### config.mk
export PLATFORM = sky130hd
export DESIGN_NAME = hist_mm_master_flat
export DESIGN_NICKNAME = d
export VERILOG_FILES = /design/src/rtl/hist_mm_master_pkg.sv /design/src/rtl/hist_mm_master_if.sv /design/src/rtl/hist_mm_master_outstanding_ctr.sv /design/src/rtl/hist_mm_master.sv /design/src/flat_wrapper.sv
export SDC_FILE = /design/constraint.sdc
export NUM_CORES = 1
export LEC_CHECK = 0
export CORE_ASPECT_RATIO = 1.75
export CORE_UTILIZATION = 40
export CTS_CLUSTER_DIAMETER = 100
export DETAILED_ROUTE_END_ITERATION = 7
export PLACE_DENSITY = 0.68
export SETUP_SLACK_MARGIN = 0.3
export SYNTH_ARGS = -nofsm -noshare
export SYNTH_HDL_FRONTEND = slang
export SYNTH_HIERARCHICAL = 1
export SYNTH_SLANG_ARGS = --single-unit
### constraint.sdc
create_clock -name clock -period 4.4 [get_ports clock]
set_clock_uncertainty 0.1 [all_clocks]
set_input_delay 0.88 -clock clock [delete_from_list [all_inputs] [get_ports clock]]
set_output_delay 0.88 -clock clock [all_outputs]
set_load 0.05 [all_outputs]
### src/rtl/hist_mm_master_pkg.sv
// Shared types for the histogram-RAM Avalon-MM self-test initiator.
package hist_mm_pkg;

    typedef enum logic [2:0] {
        st_idle,
        st_write,
        st_read,
        st_drain,
        st_done
    } state_t;

    typedef enum logic {
        OP_FILL  = 1'b0,
        OP_CHECK = 1'b1
    } op_t;

    localparam int unsigned WORD_STRIDE = 4;

endpackage

### src/rtl/hist_mm_master_if.sv
// Command/result handshake plus Avalon-MM initiator bus for hist_mm_master.
interface hist_mm_master_if #(
    parameter int ADDR_W = 32,
    parameter int DATA_W = 32,
    parameter int CNT_W  = 16
);
    logic                  cmd_valid;
    logic                  cmd_ready;
    logic                  cmd_op;
    logic [ADDR_W-1:0]     cmd_base;
    logic [CNT_W-1:0]      cmd_count;
    logic [DATA_W-1:0]     cmd_seed;
    logic                  busy;
    logic                  done;
    logic [DATA_W-1:0]     done_sum;
    logic [CNT_W-1:0]      done_errors;

    logic [ADDR_W-1:0]     m_address;
    logic                  m_read;
    logic                  m_write;
    logic [DATA_W-1:0]     m_writedata;
    logic [DATA_W/8-1:0]   m_byteenable;
    logic                  m_waitrequest;
    logic [DATA_W-1:0]     m_readdata;
    logic                  m_readdatavalid;

    modport master (
        input  cmd_valid, cmd_op, cmd_base, cmd_count, cmd_seed,
        output cmd_ready, busy, done, done_sum, done_errors,
        output m_address, m_read, m_write, m_writedata, m_byteenable,
        input  m_waitrequest, m_readdata, m_readdatavalid
    );

    modport slave (
        output cmd_valid, cmd_op, cmd_base, cmd_count, cmd_seed,
        input  cmd_ready, busy, done, done_sum, done_errors,
        input  m_address, m_read, m_write, m_writedata, m_byteenable,
        output m_waitrequest, m_readdata, m_readdatavalid
    );
endinterface

### src/rtl/hist_mm_master_outstanding_ctr.sv
// Count of accepted-but-unreturned reads; decrement saturates at zero so a
// stray readdatavalid can never wrap the count.
module mm_outstanding_ctr #(
    parameter int MAX_OUTSTANDING = 4,
    parameter int CW              = $clog2(MAX_OUTSTANDING + 1)
) (
    input  logic          clock,
    input  logic          ctrl_reset,
    input  logic          i_inc,
    input  logic          i_dec,
    output logic [CW-1:0] o_next,
    output logic          o_full,
    output logic          o_dec_taken
);
    logic [CW-1:0] r_count;
    logic [CW-1:0] w_next;
    logic          w_dec;

    always_comb begin
        w_dec  = i_dec && (r_count != '0);
        w_next = r_count;
        if (i_inc && !w_dec)
            w_next = r_count + CW'(1);
        else if (!i_inc && w_dec)
            w_next = r_count - CW'(1);
    end

    always_ff @(posedge clock) begin
        if (ctrl_reset)
            r_count <= '0;
        else
            r_count <= w_next;
    end

    assign o_next      = w_next;
    assign o_full      = (r_count == CW'(MAX_OUTSTANDING));
    assign o_dec_taken = w_dec;

endmodule

### src/rtl/hist_mm_master.sv
// Avalon-MM initiator: fills a word range with seed+i, or reads it back with
// bounded pipelining, summing data and counting pattern mismatches.
module hist_mm_master
    import hist_mm_pkg::*;
#(
    parameter int ADDR_W          = 32,
    parameter int DATA_W          = 32,
    parameter int CNT_W           = 16,
    parameter int MAX_OUTSTANDING = 4
) (
    input  logic             clock,
    input  logic             ctrl_reset,
    hist_mm_master_if.master bus
);
    localparam int OCW = $clog2(MAX_OUTSTANDING + 1);

    state_t              r_state;
    logic [CNT_W-1:0]    r_count;
    logic [CNT_W-1:0]    r_idx;
    logic [CNT_W-1:0]    r_errors;
    logic [CNT_W-1:0]    r_done_errors;
    logic [ADDR_W-1:0]   r_addr;
    logic [DATA_W-1:0]   r_wdata;
    logic [DATA_W-1:0]   r_exp;
    logic [DATA_W-1:0]   r_sum;
    logic [DATA_W-1:0]   r_done_sum;
    logic                r_read;
    logic                r_write;
    logic                r_busy;
    logic                r_done;

    logic                w_in_rd;
    logic                w_rd_acc;
    logic                w_wr_acc;
    logic                w_rv;
    logic                w_ret;
    logic                w_last;
    logic                w_full;
    logic                w_next_full;
    logic [OCW-1:0]      w_out_next;
    logic [DATA_W-1:0]   w_sum_nxt;
    logic [CNT_W-1:0]    w_err_nxt;

    assign w_in_rd  = (r_state == st_read) || (r_state == st_drain);
    assign w_rd_acc = r_read && !bus.m_waitrequest;
    assign w_wr_acc = r_write && !bus.m_waitrequest;
    assign w_rv     = bus.m_readdatavalid && w_in_rd;
    assign w_last   = (r_idx == r_count - CNT_W'(1));

    mm_outstanding_ctr #(
        .MAX_OUTSTANDING (MAX_OUTSTANDING),
        .CW              (OCW)
    ) u_outstanding (
        .clock       (clock),
        .ctrl_reset  (ctrl_reset),
        .i_inc       (w_rd_acc),
        .i_dec       (w_rv),
        .o_next      (w_out_next),
        .o_full      (w_full),
        .o_dec_taken (w_ret)
    );

    assign w_next_full = (w_out_next == OCW'(MAX_OUTSTANDING));
    assign w_sum_nxt   = w_ret ? r_sum + bus.m_readdata : r_sum;
    assign w_err_nxt   = (w_ret && (bus.m_readdata != r_exp) && (r_errors != '1))
                         ? r_errors + CNT_W'(1) : r_errors;

    always_ff @(posedge clock) begin
        if (ctrl_reset) begin
            r_state       <= st_idle;
            r_count       <= '0;
            r_idx         <= '0;
            r_errors      <= '0;
            r_done_errors <= '0;
            r_addr        <= '0;
            r_wdata       <= '0;
            r_exp         <= '0;
            r_sum         <= '0;
            r_done_sum    <= '0;
            r_read        <= 1'b0;
            r_write       <= 1'b0;
            r_busy        <= 1'b0;
            r_done        <= 1'b0;
        end else begin
            r_done <= 1'b0;
            case (r_state)
                st_idle: begin
                    if (bus.cmd_valid) begin
                        r_count  <= bus.cmd_count;
                        r_idx    <= '0;
                        r_addr   <= {bus.cmd_base[ADDR_W-1:2], 2'b00};
                        r_wdata  <= bus.cmd_seed;
                        r_exp    <= bus.cmd_seed;
                        r_sum    <= '0;
                        r_errors <= '0;
                        r_busy   <= 1'b1;
                        if (bus.cmd_count == '0) begin
                            r_state       <= st_done;
                            r_done        <= 1'b1;
                            r_done_sum    <= '0;
                            r_done_errors <= '0;
                        end else if (bus.cmd_op == OP_CHECK) begin
                            r_state <= st_read;
                            r_read  <= 1'b1;
                        end else begin
                            r_state <= st_write;
                            r_write <= 1'b1;
                        end
                    end
                end
                st_write: begin
                    if (w_wr_acc) begin
                        if (w_last) begin
                            r_write       <= 1'b0;
                            r_state       <= st_done;
                            r_done        <= 1'b1;
                            r_done_sum    <= '0;
                            r_done_errors <= '0;
                        end else begin
                            r_idx   <= r_idx + CNT_W'(1);
                            r_addr  <= r_addr + ADDR_W'(WORD_STRIDE);
                            r_wdata <= r_wdata + DATA_W'(1);
                        end
                    end
                end
                st_read: begin
                    if (w_rd_acc && w_last) begin
                        r_read  <= 1'b0;
                        r_state <= st_drain;
                    end else if (w_rd_acc) begin
                        r_idx  <= r_idx + CNT_W'(1);
                        r_addr <= r_addr + ADDR_W'(WORD_STRIDE);
                        r_read <= !w_next_full;
                    end else if (!r_read) begin
                        // Idle slot: re-raise only if a return frees a full window.
                        r_read <= !(w_full && !w_ret);
                    end
                end
                st_drain: begin
                    if (w_out_next == '0) begin
                        r_state       <= st_done;
                        r_done        <= 1'b1;
                        r_done_sum    <= w_sum_nxt;
                        r_done_errors <= w_err_nxt;
                    end
                end
                st_done: begin
                    r_state <= st_idle;
                    r_busy  <= 1'b0;
                end
                default: r_state <= st_idle;
            endcase

            if (w_ret) begin
                r_sum    <= w_sum_nxt;
                r_errors <= w_err_nxt;
                r_exp    <= r_exp + DATA_W'(1);
            end
        end
    end

    assign bus.cmd_ready    = (r_state == st_idle);
    assign bus.busy         = r_busy;
    assign bus.done         = r_done;
    assign bus.done_sum     = r_done_sum;
    assign bus.done_errors  = r_done_errors;
    assign bus.m_address    = r_addr;
    assign bus.m_read       = r_read;
    assign bus.m_write      = r_write;
    assign bus.m_writedata  = r_wdata;
    assign bus.m_byteenable = '1;

endmodule

### src/flat_wrapper.sv
// flat-port wrapper written by rule: the top's interface ports become plain ports
module hist_mm_master_flat import hist_mm_pkg::*;
#(
    parameter int ADDR_W          = 32,
    parameter int DATA_W          = 32,
    parameter int CNT_W           = 16,
    parameter int MAX_OUTSTANDING = 4
)
  (clock, ctrl_reset, bus_cmd_valid, bus_cmd_op, bus_cmd_base, bus_cmd_count, bus_cmd_seed, bus_cmd_ready, bus_busy, bus_done, bus_done_sum, bus_done_errors, bus_m_address, bus_m_read, bus_m_write, bus_m_writedata, bus_m_byteenable, bus_m_waitrequest, bus_m_readdata, bus_m_readdatavalid);
  hist_mm_master_if #(.ADDR_W(ADDR_W), .DATA_W(DATA_W), .CNT_W(CNT_W)) bus_i ();
  input  logic clock;
  input  logic ctrl_reset;
  input wire logic [$bits(bus_i.cmd_valid)-1:0] bus_cmd_valid;
  input wire logic [$bits(bus_i.cmd_op)-1:0] bus_cmd_op;
  input wire logic [$bits(bus_i.cmd_base)-1:0] bus_cmd_base;
  input wire logic [$bits(bus_i.cmd_count)-1:0] bus_cmd_count;
  input wire logic [$bits(bus_i.cmd_seed)-1:0] bus_cmd_seed;
  output wire logic [$bits(bus_i.cmd_ready)-1:0] bus_cmd_ready;
  output wire logic [$bits(bus_i.busy)-1:0] bus_busy;
  output wire logic [$bits(bus_i.done)-1:0] bus_done;
  output wire logic [$bits(bus_i.done_sum)-1:0] bus_done_sum;
  output wire logic [$bits(bus_i.done_errors)-1:0] bus_done_errors;
  output wire logic [$bits(bus_i.m_address)-1:0] bus_m_address;
  output wire logic [$bits(bus_i.m_read)-1:0] bus_m_read;
  output wire logic [$bits(bus_i.m_write)-1:0] bus_m_write;
  output wire logic [$bits(bus_i.m_writedata)-1:0] bus_m_writedata;
  output wire logic [$bits(bus_i.m_byteenable)-1:0] bus_m_byteenable;
  input wire logic [$bits(bus_i.m_waitrequest)-1:0] bus_m_waitrequest;
  input wire logic [$bits(bus_i.m_readdata)-1:0] bus_m_readdata;
  input wire logic [$bits(bus_i.m_readdatavalid)-1:0] bus_m_readdatavalid;
  assign bus_i.cmd_valid = bus_cmd_valid;
  assign bus_i.cmd_op = bus_cmd_op;
  assign bus_i.cmd_base = bus_cmd_base;
  assign bus_i.cmd_count = bus_cmd_count;
  assign bus_i.cmd_seed = bus_cmd_seed;
  assign bus_cmd_ready = bus_i.cmd_ready;
  assign bus_busy = bus_i.busy;
  assign bus_done = bus_i.done;
  assign bus_done_sum = bus_i.done_sum;
  assign bus_done_errors = bus_i.done_errors;
  assign bus_m_address = bus_i.m_address;
  assign bus_m_read = bus_i.m_read;
  assign bus_m_write = bus_i.m_write;
  assign bus_m_writedata = bus_i.m_writedata;
  assign bus_m_byteenable = bus_i.m_byteenable;
  assign bus_i.m_waitrequest = bus_m_waitrequest;
  assign bus_i.m_readdata = bus_m_readdata;
  assign bus_i.m_readdatavalid = bus_m_readdatavalid;
  hist_mm_master #(.ADDR_W(ADDR_W), .DATA_W(DATA_W), .CNT_W(CNT_W), .MAX_OUTSTANDING(MAX_OUTSTANDING)) u_core (.clock(clock), .ctrl_reset(ctrl_reset), .bus(bus_i));
endmodule
Yosys cells after proc, flatten, opt, wreduce, memory -nomap -nowiden
Cells that the tools add are included.

cells by class
  $add $sub $neg = 9
  equal/unequal tests = 21
  mux-type cells = 68
  reduce and logical (&&, ||, !) cells = 36

operator list
  cell                                                                  count
  32-bit 2-to-1 mux                                                     19
  16-bit 2-to-1 mux                                                     13
  32-bit one-hot mux with 3 select lines                                2
  16-bit one-hot mux with 3 select lines                                2
  32-bit by 1-bit adder with 32-bit output, second input constant       2
  32-bit one-hot mux with 2 select lines                                1
  16-bit by 1-bit adder with 16-bit output, second input constant       2
  32-bit by 3-bit adder with 32-bit output, second input constant       1
  32-bit adder                                                          1
  32-bit inequality test                                                1
  3-bit 2-to-1 mux                                                      8
  2-bit inequality test, second input constant                          9
  6-bit AND reduction                                                   3
  1-bit 2-to-1 mux                                                      17
  16-bit equality test                                                  1
  16-bit logical NOT                                                    1
  16-bit inequality test, second input constant                         1
  16-bit by 1-bit subtractor with 16-bit output, second input constant  1
  3-bit one-hot mux with 4 select lines                                 1
  1-bit logical AND                                                     10
  2-bit nonzero test                                                    5
  3-bit equality test, second input constant                            3
  3-bit nonzero test                                                    3
  4-bit AND reduction                                                   2
  other kinds (13)                                                      25

storage, ports and cells
  bits in registers = 234
  input port bits = 118
  output and inout port bits = 121
  word-level logic and storage cells = 149

Longest topological paths before layout
Gate-level depths: netlist of run 1.

  depth in word-level cells = 12
  gate-level depth with buffers = 14
  mapped depth without buffers = 12

Modules after synthesis
The synthesis of run 1 kept the hierarchy.

modules (own cells, without submodules)
  module              instances  cells an instance  area each (sq um)  seq. area each (sq um)
  hist_mm_master      1          1782               13633.1            4584.4
  mm_outstanding_ctr  1          32                 296.5              60.1

Worst setup path after synthesis of run 1
Ideal clock, no wire load.

  path type = input-to-reg
  start point = input port bus_m_readdata[0]
  end point = register u_core.r_done_sum[28] (netlist: u_core/bus.done_sum[28])
  library setup time = 0.122 ns
  data arrival time = 3.569 ns
  data required time = 4.178 ns
  setup slack = 0.609 ns
  cell stages on the path = 11
  path buffers = 0
  path through = ha_1 fa_1 a211o_1 o211ai_1 a211oi_1 a31oi_1 o31ai_2 a221o_1 o31a_1 xor2_1 a221o_1

between the ends
  word-level cells in the longest chain between the ends = 4

ends and longest elaborated chain
  element                                 line                   text
  from (decl)                             flat_wrapper.sv:29     input wire logic [$bits(bus_i.m_readdata)-1:0] bus_m_readdata;
  32-bit adder                            hist_mm_master.sv:64   assign w_sum_nxt = w_ret ? r_sum + bus.m_readdata : r_sum;
  32-bit 2-to-1 mux                       hist_mm_master.sv:64
  32-bit 2-to-1 mux                       hist_mm_master.sv:140  if (w_out_next == '0) begin
  32-bit one-hot mux with 3 select lines  hist_mm_master.sv:86   case (r_state)
  to (signal assigned)                    hist_mm_master.sv:143  r_done_sum <= w_sum_nxt;
  to (decl)                               hist_mm_master.sv:26   logic [DATA_W-1:0] r_done_sum;

No other way between the ends. The select of a mux whose other input is x is not followed.
A chain may end at the register's enable or synchronous reset.

Final worst setup path of run 1
  start point = input port bus_m_readdata[0]
  end point = register u_core.r_sum[30]

between the ends
  word-level cells in the longest chain between the ends = 3

ends and longest elaborated chain
  element               line                   text
  32-bit adder          hist_mm_master.sv:64
  32-bit 2-to-1 mux     hist_mm_master.sv:64
  32-bit 2-to-1 mux     hist_mm_master.sv:154  if (w_ret) begin
  to (signal assigned)  hist_mm_master.sv:155  r_sum <= w_sum_nxt;
  to (decl)             hist_mm_master.sv:25   logic [DATA_W-1:0] r_sum;

No other way between the ends.

==> metrics.md, run 1 <==
| Metric | Value |
|---|---|
| Status | `complete, no violations` |
| F_max | `0.255 GHz` |
| Final setup viols | `0` |
| Logic pwr share | `41.4%` |
| Post-Route WL | `46600 um` |
| CTS tree | `built` |
| Max Cap Viol | `0` |
| Netlist cell types | `87` |
| WL/cell | `18.8 um` |
| Max stage delay on crit path | `420 ps` |
| Remaining antenna violation count | `0` |
| Switching share of power | `42.5%` |
| Vias | `14400` |
| Clk sinks | `232` |
| Crit path top cell by count | `a31oi_1` |
| Post-synth EDFFs | `0` |
| Final Critical Period | `3920 ps` |
| Leak pwr | `0.00644 uW` |
| Max VDD drop | `0.000364 V` |
| PD cells | `492 nW/um2` |
| Drt first pass iters | `5` |
| Switching Power | `3660 uW` |
| Cts bufs inserted | `24` |
| Clock tree buffer depth | `3` |
| Area of the multi-input gates | `8620 um2` |
| WP data required | `4730 ps` |
| Storage cell area | `4640 um2` |
| Worst setup SP type | `input port` |
| First-pass GRT wire length | `72900 um` |
| Total congestion overflow | `0` |
| Routed vias/inst | `5.83` |
| CTS hold repair buffers | `0` |
| IO buf count | `230` |
| Seq/Total Area, Yosys | `33.3%` |
| Syn avg cell area | `7.68 um2` |
| Largest net degree at the start of global routing | `165` |
| Crit path DAT | `4250 ps` |
| Gpl congestion | `0.911` |
| Chip Width | `143 um` |
| Async SR Flop Fraction | `0%` |
| CTS root buf | `clkbuf_16` |
| Tot Pwr | `8610 uW` |
| Share of cells above drive strength 1 | `6.30%` |
| Max-slew violations | `0` |
| Worst skew pair latency | `540 ps` |
| Synth Register Bits | `232` |
| Main flop type after synthesis | `dfxtp_1` |
| # IOs | `239` |
| CP cell instances | `clkdlybuf4s50_1 -> ha_1 -> fa_1 -> a211o_1 -> o211ai_1 -> a211oi_1 -> a31oi_1 -> o31ai_2 -> o31a_1 -> a31oi_1 -> nor4_1 -> a311o_1` |
| Seq pwr share | `33.1%` |
| Worst-path clk slew | `60 ps` |
| Crit Path Max Fanout | `4` |
| Residual DRC | `0` |
| Slew margin rel. | `25.6%` |
| # H-tree levels | `1` |
| Gr usage total | `25.7%` |
| Cell Rows | `90` |
| Layout Area Growth over Synthesis | `25.7%` |
| Antenna violations before repair | `0` |
| Crit share post-route | `89.1%` |
| Post-Syn Area | `13900 um2` |
| First DRT Iteration DRCs | `895` |
| Post-Syn Instances | `1814` |
| HP Class | `reg -> reg` |
| Internal power | `4950 uW` |
| Worst path top cell family by delay | `compound AO/OA/AOI/OAI gates` |
| Buf/Inv on CP | `1` |
| Worst hold slack | `354 ps` |
| Fin nets | `2156` |
| Warnings, synthesis | `6` |
| Post-CTS setup buffers | `0` |
| Clk pwr share | `25.5%` |
| Final hold vios | `0` |
| PostCTS Resize Cnt | `0` |
| Worst slew pin tran | `1110 ps` |
| Initial Util | `40.6%` |
| Vias in the first global route | `13900` |
| Die area | `35600 um2` |
| # fillers | `3356` |
| Die H | `249 um` |
| Final TNS setup | `0 ps` |
| RSZ-0062 raised after global routing | `false` |
| Slowest CP cell | `clkdlybuf4s50_1` |
| Core area | `34300 um2` |
| CP Capture Type | `register` |
| ANT cells | `0` |
| Hpwl dp | `33900 um` |
| Setup CP Type | `in -> reg` |
-- power by group through the flow --
| stage | clock (uW) | combinational [uW] | sequential, uW |
|---|---|---|---|
| finish | 2200 | 3560 | 2850 |
| floorplan | 0 | 1900 | 3420 |
| detailed placement | 0 | 3530 | 2890 |
| global placement | 0 | 3470 | 2870 |
| CTS | 2250 | 3540 | 2840 |
| global route | 2340 | 3860 | 2900 |
-- layout make-up --
class / count / share of cell area, %
Multi-Input combinational cell: 1427 / 49.2
Sequential cell: 232 / 26.5
Timing Repair Buffer: 282 / 15.5
Clock buffer: 31 / 3.93
Tap cell: 460 / 3.29
Clock inverter: 13 / 0.879
Inverter: 30 / 0.643
-- cells by family after synthesis --
logic type | after synthesis | share of synthesized area (%)
buf+inv | 159 | 5.00
mux | 12 | 0.907
simple gates | 678 | 23.1
flops | 232 | 33.3
other cells | 2 | 0.0539
xor+xnor | 93 | 5.85
compound gates | 597 | 28.0
fa+ha+maj | 41 | 3.74
-- sequential cells by signal, summed over array words and instances (netlist names) --
| register | count |
|---|---|
| u_core/r_errors | 16 |
| u_core/bus.done_sum | 32 |
| u_core/r_sum | 32 |
| u_core/bus.m_write | 1 |
| u_core/r_count | 16 |
| u_core/u_outstanding/r_count | 3 |
| u_core/bus.done_errors | 16 |
| u_core/r_state | 3 |
| u_core/bus.m_address | 30 |
| u_core/r_idx | 16 |
| u_core/bus.done | 1 |
| u_core/r_exp | 32 |
| u_core/bus.busy | 1 |
| u_core/bus.m_writedata | 32 |
| u_core/bus.m_read | 1 |
-- worst reg2reg max path, delay by kind of cell, from the launching register on --
| family | cells | cell delay, ps |
|---|---|---|
| AOI/OAI and AO/OA | 6 | 1430 |
| and+or+nand+nor | 3 | 980 |
| DFF | 1 | 470 |
| buffers and inverters | 2 | 370 |
| adders and majority gates | 1 | 220 |
-- metrics by stage --
stage	area, um2	utilization (%)	cells	worst slack (ps)
detailed placement	16700	48.5	2431	-74.7
finish	17500	51.0	2475	479
CTS	17500	51.0	2475	481
global route	17500	51.0	2475	317
floorplan	13900	-	1818	609
global placement	16700	48.5	2431	-18.0
-- final timing paths --
| path | depth (start not counted) | endpoint | slack, ps | startpoint |
|---|---|---|---|---|
| worst min-delay path | 1 | u_core/bus.done_sum[17]$_SDFFE_PP0P_ | 350 | u_core/bus.done_sum[17]$_SDFFE_PP0P_ |
| worst min register to register | 1 | u_core/bus.done_sum[17]$_SDFFE_PP0P_ | 350 | u_core/bus.done_sum[17]$_SDFFE_PP0P_ |
| worst max register to register | 12 | u_core/bus.m_writedata[3]$_SDFFE_PP0P_ | 750 | u_core/r_count[0]$_SDFFE_PP0P_ |
| worst max-delay path | 12 | u_core/r_sum[30]$_SDFFE_PP0P_ | 480 | bus_m_readdata[0] |
-- cell usage after synthesis, types with 17 or more instances --
cell | n | area share (%)
nand3_1 | 87 | 3.1
ha_1 | 40 | 3.6
nor2_1 | 147 | 4.0
and3_1 | 37 | 1.7
a211oi_1 | 45 | 2.4
clkbuf_1 | 91 | 2.5
nand4_1 | 33 | 1.5
a21oi_1 | 188 | 6.8
nor3_1 | 43 | 1.5
a22o_1 | 17 | 1.1
inv_1 | 29 | 0.78
o31ai_1 | 19 | 1.0
nand2_1 | 237 | 6.4
o21ai_0 | 113 | 4.1
dfxtp_1 | 232 | 33
a31oi_1 | 32 | 1.4
xor2_1 | 33 | 2.1
buf_2 | 17 | 0.61
xnor2_1 | 60 | 3.8
a21o_1 | 31 | 1.7
-- per-layer routing --
layer	global-route usage, %	routed length [um]	up-vias
li1	-	-	7019
met1	27.5	17500	6793
met2	47.3	24000	507
met3	3.63	2630	112
met4	14.5	2530	0
met5	0	0	-
-- placed cells by master (no fill, tap or decap), types with 7 or more instances in the layout --
master,Yosys,routed
o21ai_0,113,113
a211o_1,8,8
inv_1,29,28
xnor2_1,60,60
a2111oi_0,7,7
o22ai_1,15,15
xor2_1,33,33
nand3_1,87,87
a22oi_1,8,8
nand2b_1,14,14
and2_1,9,9
or3_1,12,12
nand4_1,33,33
o32ai_1,7,7
and3_1,37,37
a21oi_1,188,188
dfxtp_1,232,232
clkbuf_16,0,25
a311oi_1,14,14
buf_4,7,51
nor2_1,147,145
nor3_1,43,43
a211oi_1,45,45
o211ai_1,9,9
nor4_1,16,16
a22o_1,17,17
nand2_1,237,237
a21o_1,31,31
ha_1,40,40
clkdlybuf4s50_1,0,229
mux2i_1,10,10
and4_1,10,10
a21boi_0,9,9
o2bb2ai_1,9,9
a31oi_1,32,32
a221oi_1,8,8
o31ai_1,19,19
Power figures use the tool's default switching activity.
==> run 2, diff against run 1 <==
--- a/config.mk
+++ b/config.mk
@@ -7,7 +7,7 @@
 export LEC_CHECK = 0
 export CORE_ASPECT_RATIO = 1.75
 export CORE_UTILIZATION = 40
-export CTS_CLUSTER_DIAMETER = 100
+export CTS_CLUSTER_DIAMETER = 40
 export DETAILED_ROUTE_END_ITERATION = 7
 export PLACE_DENSITY = 0.68
 export SETUP_SLACK_MARGIN = 0.3
==> run 2 against run 1 <==
Against the previous run:
- total power grew 5.5%
- critical path depth unchanged
- worst hold slack worse by 3.7 ps
- sequential cell count stayed put
- utilization up 0.76 points
- sequential share of layout area decreased by 0.39 points
- final area up 1.5%
- final cell count increased by 0.53%
- first-iteration DRC count decreased by 5.4%
- sequential power barely moved
- die area did not move
- via count increased by 0.23%
- critical endpoint is now u_core/bus.done_sum[28]$_SDFFE_PP0P_
==> metrics.md, run 2 (synthesized netlist as in run 1, its figures left out) <==
| Metric | Value |
|---|---|
| Status | `complete, no violations` |
| Final setup viols | `0` |
| Hold Crit Start | `u_core/bus.done_sum[16]$_SDFFE_PP0P_` |
| Max stage delay on crit path | `420 ps` |
| Final Critical Period | `3950 ps` |
| CTS hold repair buffers | `0` |
| Crit path from | `bus_m_readdata[0]` |
| Clk sinks | `232` |
| Worst slew pin tran | `1110 ps` |
| Clock tree buffer depth | `3` |
| Leak pwr | `0.00657 uW` |
| Placed instance count | `2431` |
| Switching share of power | `41.8%` |
| WL/cell | `18.9 um` |
| First-pass GRT wire length | `73400 um` |
| Share of cells above drive strength 1 | `6.95%` |
| Chip Width | `143 um` |
| Switching Power | `3790 uW` |
| Vias in the first global route | `13900` |
| Post-CTS setup buffers | `0` |
| # IOs | `239` |
| Worst path top cell family by delay | `compound AO/OA/AOI/OAI gates` |
| Setup CP Type | `in -> reg` |
| Slew margin rel. | `25.4%` |
| Crit path top cell by count | `a221o_1` |
| Final core utilization | `51.7%` |
| PostCTS Resize Cnt | `0` |
| Leading cell type in the layout, fill and taps excluded | `nand2_1` |
| Remaining antenna violation count | `0` |
| Max-slew violations | `0` |
| First DRT Iteration DRCs | `847` |
| IO buf count | `230` |
| Vias | `14500` |
| Cts bufs inserted | `35` |
| CTS tree | `built` |
| ANT cells | `0` |
| Crit Path Max Fanout | `4` |
| Seq pwr share | `31.4%` |
| Die area | `35600 um2` |
| RSZ-0062 raised after global routing | `false` |
| Routed vias/inst | `5.81` |
| Fin nets | `2167` |
| Most frequent cells in the layout | `237 x nand2_1, 232 x dfxtp_1, 229 x clkdlybuf4s50_1` |
| Layout Area Growth over Synthesis | `27.6%` |
| Gr usage total | `26.1%` |
| Tot Pwr | `9080 uW` |
| Hpwl dp | `33900 um` |
| F_max | `0.253 GHz` |
| Core area | `34300 um2` |
| Worst skew pair latency | `530 ps` |
| Clk pwr share | `29.4%` |
| Final hold vios | `0` |
| Max Cap Viol | `0` |
| Critical R2R Launch | `u_core/r_count[0]$_SDFFE_PP0P_` |
| HP Class | `reg -> reg` |
| CTS root buf | `clkbuf_16` |
| Largest net degree at the start of global routing | `165` |
| PD cells | `511 nW/um2` |
| Cell Rows | `90` |
| Initial Util | `40.6%` |
| # H-tree levels | `2` |
| Pre-CTS setup slack | `-74.7 ps` |
| Crit path DAT | `4260 ps` |
| Die H | `249 um` |
| Worst setup SP type | `input port` |
| Crit share post-route | `89.8%` |
| CP Capture Type | `register` |
| Total congestion overflow | `0` |
| Worst hold slack | `351 ps` |
| Slowest CP cell | `clkdlybuf4s50_1` |
| Antenna violations before repair | `0` |
| Gpl congestion | `0.911` |
| Post-Route WL | `47000 um` |
| WP data required | `4710 ps` |
| Internal power | `5290 uW` |
| Worst setup margin | `449 ps` |
| Residual DRC | `0` |
| Logic pwr share | `39.2%` |
| Non-Filler Instances | `2488` |
| Drt first pass iters | `5` |
| Worst-path clk slew | `60 ps` |
| Buf/Inv on CP | `1` |
| CP cell instances | `clkdlybuf4s50_1 -> ha_1 -> fa_1 -> a211o_1 -> o211ai_1 -> a211oi_1 -> a31oi_1 -> o31ai_2 -> a221o_1 -> o31a_1 -> xor2_1 -> a221o_1` |
| Max VDD drop | `0.000285 V` |
[run 2: final cells by class]
class,count,area (um2)
tap,460,576
clock inverter,18,186
timing repair buffer,282,2720
clock buffer,39,911
inverter,30,113
fill,3333,16600
sequential,232,4640
multi-input combinational,1427,8620
[run 2: power groups by stage]
stage	registers [uW]	clock network [uW]	logic [uW]
after floorplan	3420	0	1900
after global placement	2870	0	3470
after detailed placement	2890	0	3530
after CTS	2850	2740	3540
after global routing	2900	2820	3860
final	2850	2670	3560
[run 2: through the flow]
step,instance area [um2],setup TNS (ps)
CTS,17800,0
detailed placement,16700,-245
global route,17800,0
floorplan,13900,0
global placement,16700,-18.0
finish,17800,0
[run 2: metal layers]
layer / vias to the layer above / share of wire [%] / GRT usage [%]
met3: 123 / 6.0 / 4.56
li1: 7042 / - / -
met2: 508 / 52 / 47.6
met5: - / 0 / 0
met1: 6791 / 37 / 27.5
met4: 0 / 5.4 / 15.1
[run 2: worst paths after layout]
check,end,slack [ps],cells past startpoint
worst max-delay path,u_core/bus.done_sum[28]$_SDFFE_PP0P_,450,12
worst min-delay path,u_core/bus.done_sum[16]$_SDFFE_PP0P_,350,1
worst max register to register,u_core/bus.m_writedata[28]$_SDFFE_PP0P_,830,12
worst min register to register,u_core/bus.done_sum[16]$_SDFFE_PP0P_,350,1
==> run 3, diff against run 2 <==
==> constraint.sdc (replaced) <==
create_clock -name clock -period 4.4 [get_ports clock]
set_clock_uncertainty 0.1 [all_clocks]
set_input_delay 0.88 -clock clock [delete_from_list [all_inputs] [get_ports clock]]
set_output_delay 0.88 -clock clock [all_outputs]
set_load 0.005 [all_outputs]
==> results of run 3 <==
The final DEF is identical to that of run 2. Status: complete, no violations.
Main changes from that run: total power 9080 uW -> 8380 uW
